**config.mk**
```make
export PLATFORM = sky130hd
export DESIGN_NAME = mux6_rr_arbiter_flat
export DESIGN_NICKNAME = d
export VERILOG_FILES = /design/src/rtl/mux6_pkg.sv /design/src/rtl/mux6_rr_arbiter_if.sv /design/src/rtl/mux_6x1.sv /design/src/rtl/mux6_rr_arbiter.sv /design/src/flat_wrapper.sv
export SDC_FILE = /design/constraint.sdc
export NUM_CORES = 1
export LEC_CHECK = 0
export ABC_CLOCK_PERIOD_IN_PS = 4200
export CAP_MARGIN = 20
export CORE_MARGIN = 2
export CORE_UTILIZATION = 42
export DETAILED_ROUTE_END_ITERATION = 6
export PLACE_DENSITY_LB_ADDON = 0.08
export SETUP_SLACK_MARGIN = 0.5
export SYNTH_ARGS = -nofsm -noshare
export SYNTH_HDL_FRONTEND = slang
export SYNTH_SLANG_ARGS = --single-unit
```
**constraint.sdc**
```tcl
create_clock -name clk -period 4.2 [get_ports clk]
set_clock_uncertainty 0.15 [all_clocks]
set_input_delay 0.84 -clock clk [delete_from_list [all_inputs] [get_ports clk]]
set_output_delay 0.84 -clock clk [all_outputs]
set_load 0.05 [all_outputs]
```
**src/rtl/mux6_pkg.sv**
```systemverilog
// Shared types, select encodings and round-robin helpers for the
// six-requester mux arbiter.
package mux6_pkg;

   localparam int N_REQ = 6;

   typedef logic [2:0] sel_t;

   localparam sel_t SEL_0 = 3'b000;
   localparam sel_t SEL_1 = 3'b001;
   localparam sel_t SEL_2 = 3'b010;
   localparam sel_t SEL_3 = 3'b011;
   localparam sel_t SEL_4 = 3'b100;
   localparam sel_t SEL_5 = 3'b101;

   typedef enum logic {IDLE, FULL} arb_state_t;

   typedef struct packed {
      logic valid;
      sel_t idx;
   } pick_t;

   // Scanning from the far end toward ptr lets the closest set request
   // overwrite the result, so no early exit is needed.
   function automatic pick_t rr_pick(input logic [N_REQ-1:0] req, input sel_t ptr);
      pick_t p;
      int    pos;
      p.valid = 1'b0;
      p.idx   = SEL_0;
      for (int k = N_REQ - 1; k >= 0; k--) begin
         pos = int'(ptr) + k;
         if (pos >= N_REQ) begin
            pos = pos - N_REQ;
         end
         if (req[pos]) begin
            p.valid = 1'b1;
            p.idx   = sel_t'(pos);
         end
      end
      return p;
   endfunction

   function automatic sel_t next_ptr(input sel_t idx);
      return (idx == SEL_5) ? SEL_0 : sel_t'(idx + 3'd1);
   endfunction

   function automatic logic [N_REQ-1:0] sel_onehot(input sel_t idx);
      logic [N_REQ-1:0] r;
      r      = '0;
      r[idx] = 1'b1;
      return r;
   endfunction

endpackage

```
**src/rtl/mux6_rr_arbiter_if.sv**
```systemverilog
// Producer-side request/data bundle plus the downstream valid/ready stage
// of the six-input mux arbiter.
interface mux6_rr_arbiter_if #(parameter int WIDTH = 8) ();
   import mux6_pkg::*;

   logic [N_REQ-1:0] req;
   logic [WIDTH-1:0] in_0;
   logic [WIDTH-1:0] in_1;
   logic [WIDTH-1:0] in_2;
   logic [WIDTH-1:0] in_3;
   logic [WIDTH-1:0] in_4;
   logic [WIDTH-1:0] in_5;
   logic [N_REQ-1:0] ack;
   sel_t             ctrl;
   logic [WIDTH-1:0] out_data;
   logic             out_valid;
   logic             out_ready;

   modport master (
      output req, in_0, in_1, in_2, in_3, in_4, in_5, out_ready,
      input  ack, ctrl, out_data, out_valid
   );

   modport slave (
      input  req, in_0, in_1, in_2, in_3, in_4, in_5, out_ready,
      output ack, ctrl, out_data, out_valid
   );

endinterface

```
**src/rtl/mux_6x1.sv**
```systemverilog
// Six-to-one word multiplexer; the unused select codes yield zero.
module mux_6x1
   import mux6_pkg::*;
#(
   parameter int WIDTH = 8
) (
   input  sel_t             ctrl,
   input  logic [WIDTH-1:0] in_0,
   input  logic [WIDTH-1:0] in_1,
   input  logic [WIDTH-1:0] in_2,
   input  logic [WIDTH-1:0] in_3,
   input  logic [WIDTH-1:0] in_4,
   input  logic [WIDTH-1:0] in_5,
   output logic [WIDTH-1:0] out
);

   always_comb begin
      out = '0;
      case (ctrl)
         SEL_0:   out = in_0;
         SEL_1:   out = in_1;
         SEL_2:   out = in_2;
         SEL_3:   out = in_3;
         SEL_4:   out = in_4;
         SEL_5:   out = in_5;
         default: out = '0;
      endcase
   end

endmodule

```
**src/rtl/mux6_rr_arbiter.sv**
```systemverilog
// Round-robin sequencer that shares one mux_6x1 among six requesters and
// registers the chosen word into a single valid/ready output slot.
module mux6_rr_arbiter
   import mux6_pkg::*;
#(
   parameter int WIDTH = 8
) (
   input logic              clk,
   input logic              rst_n,
   mux6_rr_arbiter_if.slave bus
);

   arb_state_t       state_q;
   arb_state_t       state_d;
   sel_t             ptr_q;
   sel_t             ctrl_q;
   sel_t             ctrl_sel;
   pick_t            pick;
   logic             load;
   logic [N_REQ-1:0] ack_d;
   logic             valid_d;
   logic [WIDTH-1:0] mux_out;
   logic [WIDTH-1:0] data_q;

   // Gating with rst_n keeps ack quiet while reset is held with requests up.
   assign pick = rr_pick(bus.req, ptr_q);
   assign load = rst_n && pick.valid && ((state_q == IDLE) || bus.out_ready);

   always_ff @(posedge clk or negedge rst_n) begin
      if (!rst_n) begin
         state_q <= IDLE;
      end else begin
         state_q <= state_d;
      end
   end

   always_comb begin
      state_d = state_q;
      case (state_q)
         IDLE: begin
            if (load) begin
               state_d = FULL;
            end
         end
         FULL: begin
            if (load) begin
               state_d = FULL;
            end else if (bus.out_ready) begin
               state_d = IDLE;
            end
         end
         default: state_d = IDLE;
      endcase
   end

   // Select follows the winner only in a load cycle, otherwise it parks.
   always_comb begin
      ack_d    = '0;
      ctrl_sel = ctrl_q;
      valid_d  = (state_q == FULL);
      if (load) begin
         ack_d    = sel_onehot(pick.idx);
         ctrl_sel = pick.idx;
      end
   end

   always_ff @(posedge clk or negedge rst_n) begin
      if (!rst_n) begin
         data_q <= '0;
         ptr_q  <= SEL_0;
         ctrl_q <= SEL_0;
      end else if (load) begin
         data_q <= mux_out;
         ptr_q  <= next_ptr(pick.idx);
         ctrl_q <= pick.idx;
      end
   end

   mux_6x1 #(
      .WIDTH (WIDTH)
   ) u_mux (
      .ctrl (ctrl_sel),
      .in_0 (bus.in_0),
      .in_1 (bus.in_1),
      .in_2 (bus.in_2),
      .in_3 (bus.in_3),
      .in_4 (bus.in_4),
      .in_5 (bus.in_5),
      .out  (mux_out)
   );

   assign bus.ack       = ack_d;
   assign bus.ctrl      = ctrl_sel;
   assign bus.out_data  = data_q;
   assign bus.out_valid = valid_d;

endmodule

```
**src/flat_wrapper.sv**
```systemverilog
// flat-port wrapper written by rule: the top's interface ports become plain ports
module mux6_rr_arbiter_flat import mux6_pkg::*;
#(
   parameter int WIDTH = 8
)
  (clk, rst_n, bus_req, bus_in_0, bus_in_1, bus_in_2, bus_in_3, bus_in_4, bus_in_5, bus_out_ready, bus_ack, bus_ctrl, bus_out_data, bus_out_valid);
  mux6_rr_arbiter_if #(.WIDTH(WIDTH)) bus_i ();
  input logic clk;
  input logic rst_n;
  input wire logic [$bits(bus_i.req)-1:0] bus_req;
  input wire logic [$bits(bus_i.in_0)-1:0] bus_in_0;
  input wire logic [$bits(bus_i.in_1)-1:0] bus_in_1;
  input wire logic [$bits(bus_i.in_2)-1:0] bus_in_2;
  input wire logic [$bits(bus_i.in_3)-1:0] bus_in_3;
  input wire logic [$bits(bus_i.in_4)-1:0] bus_in_4;
  input wire logic [$bits(bus_i.in_5)-1:0] bus_in_5;
  input wire logic [$bits(bus_i.out_ready)-1:0] bus_out_ready;
  output wire logic [$bits(bus_i.ack)-1:0] bus_ack;
  output wire logic [$bits(bus_i.ctrl)-1:0] bus_ctrl;
  output wire logic [$bits(bus_i.out_data)-1:0] bus_out_data;
  output wire logic [$bits(bus_i.out_valid)-1:0] bus_out_valid;
  assign bus_i.req = bus_req;
  assign bus_i.in_0 = bus_in_0;
  assign bus_i.in_1 = bus_in_1;
  assign bus_i.in_2 = bus_in_2;
  assign bus_i.in_3 = bus_in_3;
  assign bus_i.in_4 = bus_in_4;
  assign bus_i.in_5 = bus_in_5;
  assign bus_i.out_ready = bus_out_ready;
  assign bus_ack = bus_i.ack;
  assign bus_ctrl = bus_i.ctrl;
  assign bus_out_data = bus_i.out_data;
  assign bus_out_valid = bus_i.out_valid;
  mux6_rr_arbiter #(.WIDTH(WIDTH)) u_core (.clk(clk), .rst_n(rst_n), .bus(bus_i));
endmodule
```
## Word-level counts from Yosys, hierarchy flattened

Cells that the tools add are included.

- Bits of input ports: 57
- Register bits after elaboration: 15
- Logic and storage cells: 82

- Reduce and logical (&&, ||, !) cells: 5
- Add/subtract/negate cells: 12
- Bitwise logic cells: 1
- Equal/unequal tests: 6
- Magnitude comparators: 14
- Multiplexer cells: 40

Operators with widths:

| kind | number |
|---|---|
| $lt A32 B5 Y1 const B | 6 |
| $mux W32 | 6 |
| $ge A32 B4 Y1 const B | 5 |
| $sub A32 B4 Y32 const B | 5 |
| $pmux W8 S6 | 1 |
| $mux W4 | 6 |
| $bmux W1 S3 | 6 |
| $mux W1 | 16 |
| $eq A3 B3 Y1 const B | 3 |
| $add A3 B2 Y4 const B | 2 |
| $add A3 B3 Y4 const B | 2 |
| $eq A3 B2 Y1 const B | 2 |
| $mux W3 | 2 |
| $mux W6 | 1 |
| $add A3 B1 Y4 const B | 1 |
| $lt A3 B4 Y1 const B | 1 |
| $sub A3 B3 Y4 const B | 1 |
| $add A3 B1 Y3 const B | 1 |
| $demux W1 S3 | 1 |
| $eq A3 B1 Y1 const B | 1 |
| $ge A3 B1 Y1 const B | 1 |
| $ge A3 B3 Y1 const B | 1 |
| $logic_and A1 B1 Y1 | 3 |
| $logic_not A3 Y1 | 1 |
| 3 further kinds | 3 |

## Depth between registers and ports, before layout

Gate-level depths: netlist of the first run.

- Depth in word-level cells: 17
- Gate-level depth with buffers: 18
- Mapped depth without buffers: 13

## Hierarchy

Synthesis of the first run repeated with hierarchy kept, for this count alone.

- Cells, all modules: 230
- Area, all modules: 2,130.8 µm²

By module, submodules not included:

| module | area each (µm²) | sequential area each (µm²) | cells an instance | instances |
|---|---|---|---|---|
| mux6_rr_arbiter | 1,670.4 | 375.4 | 176 | 1 |
| mux_6x1 | 460.4 | 0.0 | 54 | 1 |

## Worst setup path before layout of the first run

Ideal clock, no wire load.

- Path kind: register -> output
- Start: register u_core.ptr_q[1]
- End: output bus_ack[1]
- Buffers on the path: 2
- Path slack: -0.723 ns
- Stages on the path, launching flop included: 12
- Arrival time: 3.933 ns
- Required time: 3.210 ns
- Cell sequence: dfrtp_1 > clkbuf_1 > inv_1 > ha_1 > buf_2 > mux4_2 > a22o_1 > a211o_4 > a2111oi_0 > o31a_1 > mux2i_4 > nor2_1

- Cells in the longest elaborated chain, start to end: 17
- Elaborated cells on any way between the ends: 55
- Those cells by class: add/sub: 11; order compare: 8; mux: 33; reduce/logical: 3

Ends and longest elaborated chain:

| element | RTL line | source |
|---|---|---|
| start: declaration | mux6_rr_arbiter.sv:15 | `sel_t ptr_q;` |
| start signal: assignment | mux6_rr_arbiter.sv:74 | `ptr_q <= next_ptr(pick.idx);` |
| $add A3 B3 Y4 | mux6_pkg.sv:31 | `pos = int'(ptr) + k;` |
| $sub A32 B4 Y32 or $ge A32 B4 Y1 (tied branches) | mux6_pkg.sv:33, mux6_pkg.sv:32 |  |
| $mux W32 | mux6_pkg.sv:32 | `if (pos >= N_REQ) begin` |
| $bmux W1 S3 | mux6_pkg.sv:35 | `if (req[pos]) begin` |
| $mux W1 (implied by the code) (2 in series) | mux6_pkg.sv:35 |  |
| $mux W4 (5 in series) | mux6_pkg.sv:35 |  |
| $mux W4 (*) | mux6_pkg.sv:35 |  |
| $lt A3 B4 Y1 (implied by the code) or $ge A3 B1 Y1 (tied branches) | mux6_pkg.sv:50 | `r[idx] = 1'b1;` |
| $logic_and A1 B1 Y1 (implied by the code) | mux6_pkg.sv:50 |  |
| $mux W1 (implied by the code) | mux6_pkg.sv:50 |  |
| $demux W1 S3 | -- |  |
| $mux W6 (*) | mux6_rr_arbiter.sv:61 | `if (load) begin` |
| end: declaration | flat_wrapper.sv:18 | `output wire logic [$bits(bus_i.ack)-1:0] bus_ack;` |

Every way passes the cells marked *; elsewhere a longest branch is shown, timed or not. The select of a mux whose other input is x is not followed.

## Worst setup path after layout of the first run

- Start: input bus_req[1]
- End: output bus_ctrl[0]

- Cells in the longest elaborated chain, start to end: 12
- Elaborated cells on any way between the ends: 27
- Those cells by class: mux: 25; reduce/logical: 2

Ends and longest elaborated chain:

| element | RTL line | source |
|---|---|---|
| start: declaration | flat_wrapper.sv:10 | `input wire logic [$bits(bus_i.req)-1:0] bus_req;` |
| $bmux W1 S3 | mux6_pkg.sv:35 |  |
| $mux W1 (implied by the code) (2 in series) | mux6_pkg.sv:35 |  |
| $mux W4 (5 in series) | mux6_pkg.sv:35 |  |
| $mux W4 (*) | mux6_pkg.sv:35 |  |
| $logic_and A1 B1 Y1 (2 in series) | mux6_rr_arbiter.sv:27 | `assign load = rst_n && pick.valid && ((state_q == IDLE) \|\| bus.out_ready);` |
| $mux W3 (*) | mux6_rr_arbiter.sv:61 |  |
| end: declaration | flat_wrapper.sv:19 | `output wire logic [$bits(bus_i.ctrl)-1:0] bus_ctrl;` |

Marks and branches as above.

==> results by group, run 1 <==
Die
  – Ports: 75
  – Die height: 76.6 um
  – Area of the die: 5860 um^2
  – Core box area: 5110 um^2
  – Die width: 76.6 um
  – Initial Utilization: 43.3%
  – Row count: 26

Worst setup path
  – Critical Path RT: 3210 ps
  – Endpoint class of the critical path: primary output
  – CP max FO: 4
  – Crit Path Category: in -> out
  – Startpoint types: input pin
  – Arr. time, crit path: 3480 ps

STA
  – Max Clk Rate: 224 MHz
  – # setup viols final: 9
  – Fin. max-slew vios: 0
  – Worst-Margin Slew: 515 ps
  – Worst Slack Setup Final: -268 ps
  – Unrepaired setup endpoints after global routing: yes
  – Final hold violation count: 0
  – Crit share post-route: 106%
  – Worst hold slack: 401 ps
  – Worst slew margin: 65.5%
  – Min cycle time layout: 4470 ps

Detailed routing
  – # DRC: 0
  – Post-Route WL: 8870 um
  – Starting DRT DRC Count: 154
  – Vias per inst: 5.82
  – WL per Instance: 18.9 um
  – Vias post-DR: 2725
  – Post-DRT Antenna Nets: 0
  – Initial DRT Pass Iterations: 4

Clocking
  – CTS Buffer Depth: 2
  – CTS tree: built
  – H-tree Lvls: 1
  – Sink Count: 15
  – Clock latency on the worst-skew pair: 260 ps
  – Hold-fix buffers, CTS: 0
  – Clk slew on worst S/H paths: 70 ps
  – Clock root buffer: clkbuf_8
  – CTS Buf Count: 3

Run
  – Max Cap Viol: 0

Place
  – Dpl hpwl: 5740 um
  – Port bufs: 74
  – Placed insts: 443
  – Setup Slack @ Placement: -409 ps
  – RD Place Congestion: 0.886

Synthesis
  – Post-synthesis mux area share: 14.1%
  – Sequential fraction of the synthesis area: 17.0%
  – Total of warnings raised by yosys: 0
  – Cell variety after synth: 70
  – Asr flop ratio synth: 100%
  – Mapped Cells: 257
  – Most common library cells after synthesis: nor2_1 (22), nand2_1 (16), dfrtp_1 (15)
  – Post-Synth Simple-Gate Area: 19.5%
  – Ys flop type: dfrtp_1
  – Mean Syn Cell Area: 8.60 um^2
  – Mapped Area: 2210 um^2
  – Synth Area in XOR/XNOR: 1.53%
  – Top-count cell post-synth: nor2_1
  – Yosys top cell area share: 17.0%
  – Flops & latches, synth: 15
  – Main combinational cell family by area after synthesis: compound AO/OA/AOI/OAI gates
  – Synthesized-area fraction occupied by adder cells: 7.36%
  – Synth area leader: dfrtp_1
  – Mapped Nets: 327
  – Post-synth EDFFs: 0
  – Leading post-synthesis cells by cell area: dfrtp_1 (17%), ha_1 (7.4%), mux2_1 (4.6%)
  – Compound-gate portion of the synthesized area: 34.7%

Layout
  – Area used by multi-input combinational logic: 2150 um^2
  – Fillers: 297
  – N_diodes: 0
  – Fraction of layout cells with a size suffix above 1: 47.0%
  – Finished Core Util: 83.1%
  – Layout area overhead: 92.0%
  – Nets: 469
  – Reg area: 378 um^2
  – Fin cells: 468

Min path
  – Hold WC Path Type: reg -> reg

GRT
  – Largest net degree at the start of global routing: 19
  – Vias in the first global route: 2541
  – Antenna violations before repair: 0
  – Gr usage total: 26.6%
  – GRT overflow: 0
  – First-pass GRT wire length: 12700 um

Run status
  – Status: finished, violations left
  – Failing checks: setup timing
==> worst paths after layout <==
check                                       start                endpoint  slack [ps]  depth (start not counted)
max in group asynchronous                   rst_n         u_core.ptr_q[0]        2620                          2
setup reg to reg                  u_core.ptr_q[1]  u_core.bus.out_data[3]          70                         17
hold / removal             u_core.bus.out_data[5]  u_core.bus.out_data[5]         400                          2
min in group asynchronous                   rst_n    u_core.bus.out_valid         740                          1
hold reg to reg            u_core.bus.out_data[5]  u_core.bus.out_data[5]         400                          2
setup / recovery                       bus_req[1]             bus_ctrl[0]        -270                         13
==> layout make-up <==
cell class	count	area share, %
Tap cell	70	2.06
Clock buffer	3	0.973
Sequential cell	15	8.90
Clock inverter	1	0.118
Multi-Input combinational cell	217	50.7
Inverter	11	1.15
Timing Repair Buffer	151	36.1
==> per-stage QoR <==
stage	area (um^2)	setup TNS, ps
3_3_place_gp	3540	-3160
6_report	4240	-1480
3_5_place_dp	3540	-4230
5_1_grt	4240	-1920
2_1_floorplan	2300	-645
4_1_cts	3850	-890
==> what timing repair did <==
item	in CTS	in global routing
resized for setup	43	60
pin swaps	19	27
buffers inserted	9	12
endpoints found under the setup margin	17	17
==> state kept, by name, indices dropped and copies added, names as in the netlist <==
| signal | cells |
|---|---|
| u_core.bus.out_valid | 1 |
| u_core.ctrl_q | 3 |
| u_core.ptr_q | 3 |
| u_core.bus.out_data | 8 |
==> layer usage <==
| metal | GRT usage [%] | part of all wire (%) |
|---|---|---|
| met1 | 36.4 | 42 |
| met5 | 0 | 0 |
| met4 | 5.64 | 2.1 |
| met2 | 44.2 | 50 |
| met3 | 4.50 | 5.5 |
==> cells in the final DEF, fill, tap and decap left out, types with 4 or more instances in the layout <==
cell type,netlist,routed
ha_4,0,4
nand2_1,16,15
clkdlybuf4s50_1,0,59
buf_12,0,15
and3_1,8,8
buf_6,4,15
nor2_4,0,5
ha_1,13,7
a41oi_2,1,7
o21ai_0,13,11
a21oi_1,8,6
mux2_1,9,8
inv_1,9,4
o21a_1,4,4
a22oi_2,0,6
nand3_1,6,4
buf_4,1,56
dfrtp_1,15,13
mux2_4,3,5
a21boi_0,5,5
inv_2,2,4
nand2b_1,6,6
nor2_1,22,16
a21oi_2,2,4
o21ai_2,0,6
==> worst max-delay path: stages <==
cell	delay, ps
clkdlybuf4s15_1	240
mux4_2	510
a22o_1	220
a211o_4	290
buf_12	130
buf_12	120
nor2_8	90
nand2_4	60
buf_4	150
o311ai_4	320
nand2b_1	150
and2_4	200
buf_12	140
==> cells by family (layout without fill, tap and decap cells) <==
group | after synthesis | count (layout)
simple gates | 79 | 79
flops | 15 | 15
xor+xnor | 3 | 3
compound gates | 99 | 99
mux | 23 | 23
buf+inv | 25 | 166
fa+ha+maj | 13 | 13
Power of run 1 is left out: the tool's default activity adds up to more than one toggle a clock period on the data nets, which glitch-free logic cannot reach.
==> run 2, diff against run 1 <==
- CORE_MARGIN: 2 -> unset
==> run 2 against run 1 <==
- the run still ends with setup timing left
- core utilization is 1.1 points lower
- critical path depth is 4 lower
- sequential share of layout area is 0.15 points higher
- die area is 5.2% lower
- via count is 3.1% lower
- first-iteration DRC count is 0.65% higher
- wire length is 8.3% lower
- non-clock buffer count stayed put
- highest routed layer unchanged
- final area is 2.0% lower
==> results by group, run 2 (synthesized netlist as in run 1, its figures left out) <==
Run status
  – Status: finished, violations left
  – Failing checks: setup timing

Layout
  – Most common cell after layout, fill and taps aside: buf_4
  – Fin cells: 468 (unchanged)
  – Commonest non-fill, non-tap cells in the layout: buf_4 (62), clkdlybuf4s50_1 (59), nor2_1 (17)
  – Finished Core Util: 82.0% (-1.1 points)
  – N_diodes: 0 (unchanged)
  – Nets: 469 (unchanged)
  – Layout area overhead: 88.2%
  – Largest register FFs: 8 (unchanged)
  – Fraction of layout cells with a size suffix above 1: 45.2% (-1.8 points)
  – Fillers: 308 (+3.7%)

Place
  – RD Place Congestion: 0.857 (-3.3%)
  – Placed insts: 449 (+1.4%)
  – Setup Slack @ Placement: -378 ps (+30.5 ps)
  – Port bufs: 74 (unchanged)
  – Dpl hpwl: 5590 um (-2.7%)

Clocking
  – H-tree Lvls: 1 (unchanged)
  – CTS Buffer Depth: 2 (unchanged)
  – Clock root buffer: clkbuf_8
  – Hold-fix buffers, CTS: 0 (unchanged)
  – Sink Count: 15 (unchanged)
  – Clock latency on the worst-skew pair: 260 ps (about the same)
  – CTS tree: built
  – Clk slew on worst S/H paths: 70 ps (about the same)
  – CTS Buf Count: 3 (unchanged)

GRT
  – Antenna violations before repair: 0 (unchanged)
  – Vias in the first global route: 2468 (-2.9%)
  – GRT overflow: 0 (unchanged)
  – First-pass GRT wire length: 12000 um (-6.1%)
  – Gr usage total: 27.7% (+1.1 points)
  – Largest net degree at the start of global routing: 16 (-3)

STA
  – # setup viols final: 7 (-2)
  – Unrepaired setup endpoints after global routing: yes
  – Min cycle time layout: 4320 ps (-150 ps)
  – Setup TNS: -431 ps (+1050 ps)
  – Worst-Margin Slew: 555 ps (+39.4 ps)
  – Max Clk Rate: 232 MHz (+3.5%)
  – Fin. max-slew vios: 0 (unchanged)
  – Worst Slack Setup Final: -117 ps (+150 ps)
  – Final hold violation count: 0 (unchanged)
  – Worst slew margin: 62.9% (-2.6 points)
  – Crit share post-route: 103% (-3.6 points)

Detailed routing
  – # DRC: 0 (unchanged)
  – WL per Instance: 17.4 um (-8.3%)
  – Post-Route WL: 8130 um (-8.3%)
  – Initial DRT Pass Iterations: 4 (unchanged)
  – Starting DRT DRC Count: 155 (+0.65%)
  – Vias per inst: 5.64 (-3.1%)
  – Vias post-DR: 2641 (-3.1%)
  – Post-DRT Antenna Nets: 0 (unchanged)

Die
  – Area of the die: 5560 um^2 (-5.2%)
  – Die width: 74.6 um (-2.6%)
  – Ports: 75 (unchanged)
  – Core box area: 5070 um^2 (-0.64%)
  – Row count: 26 (unchanged)
  – Initial Utilization: 43.6% (+0.28 points)
  – Die height: 74.6 um (-2.6%)

Worst setup path
  – Arr. time, crit path: 3330 ps (-150 ps)
  – Startpoint types: input pin
  – Critical Path RT: 3210 ps (about the same)
  – Crit Path Category: in -> out
  – CP max FO: 3 (-1)
  – Endpoint class of the critical path: primary output

Run
  – Max Cap Viol: 0 (unchanged)

Min path
  – Hold WC Path Type: reg -> reg
[run 2: through the flow]
step	instance area (um^2)	hold WS [ps]
floorplan	2300	394
global placement	3570	371
detailed placement	3570	387
CTS	3940	404
global route	4160	450
finish	4160	406
[run 2: layer usage]
layer | vias up | track usage (%) | wire (um)
met5 | - | 0 | 0
met4 | 0 | 5.03 | 108
met3 | 8 | 3.25 | 349
met2 | 71 | 44.6 | 3980
met1 | 1297 | 40.1 | 3690
li1 | 1265 | - | -
[run 2: worst paths after layout]
kind	from	end	slack [ps]	cells past startpoint
min reg2reg	u_core.bus.out_data[5]	u_core.bus.out_data[5]	410	2
min in group asynchronous	rst_n	u_core.bus.out_valid	660	1
max reg2reg	u_core.ptr_q[1]	u_core.bus.out_data[2]	340	16
max in group asynchronous	rst_n	u_core.ptr_q[1]	2750	2
min	u_core.bus.out_data[5]	u_core.bus.out_data[5]	410	2
max	bus_req[5]	bus_ack[1]	-120	9
[run 2: critical path: stages]
cell and delay [ps]:
dlygate4sd2_1 250, mux4_2 460, a22o_1 240, a211o_4 350
or2_1 230, o211a_1 230, or4_4 450, nor2_4 120
buf_12 140
[run 2: final cells by class]
| type | count | area (um^2) | share of cell area (%) |
|---|---|---|---|
| multi-input combinational | 217 | 2100 | 50.6 |
| timing repair buffer | 151 | 1500 | 35.9 |
| sequential | 15 | 377 | 9.05 |
| tap | 70 | 87.6 | 2.11 |
| inverter | 11 | 48.8 | 1.17 |
| clock buffer | 3 | 41.3 | 0.992 |
| clock inverter | 1 | 7.51 | 0.180 |
[run 2: what timing repair did]
item,in CTS,in global routing
setup buffers,7,8
endpoints found under the setup margin,17,17
pin swaps,25,18
endpoints found under the hold margin,0,0
gates cloned,0,0
resized for setup,57,34
Power of run 2 is left out for the same reason.
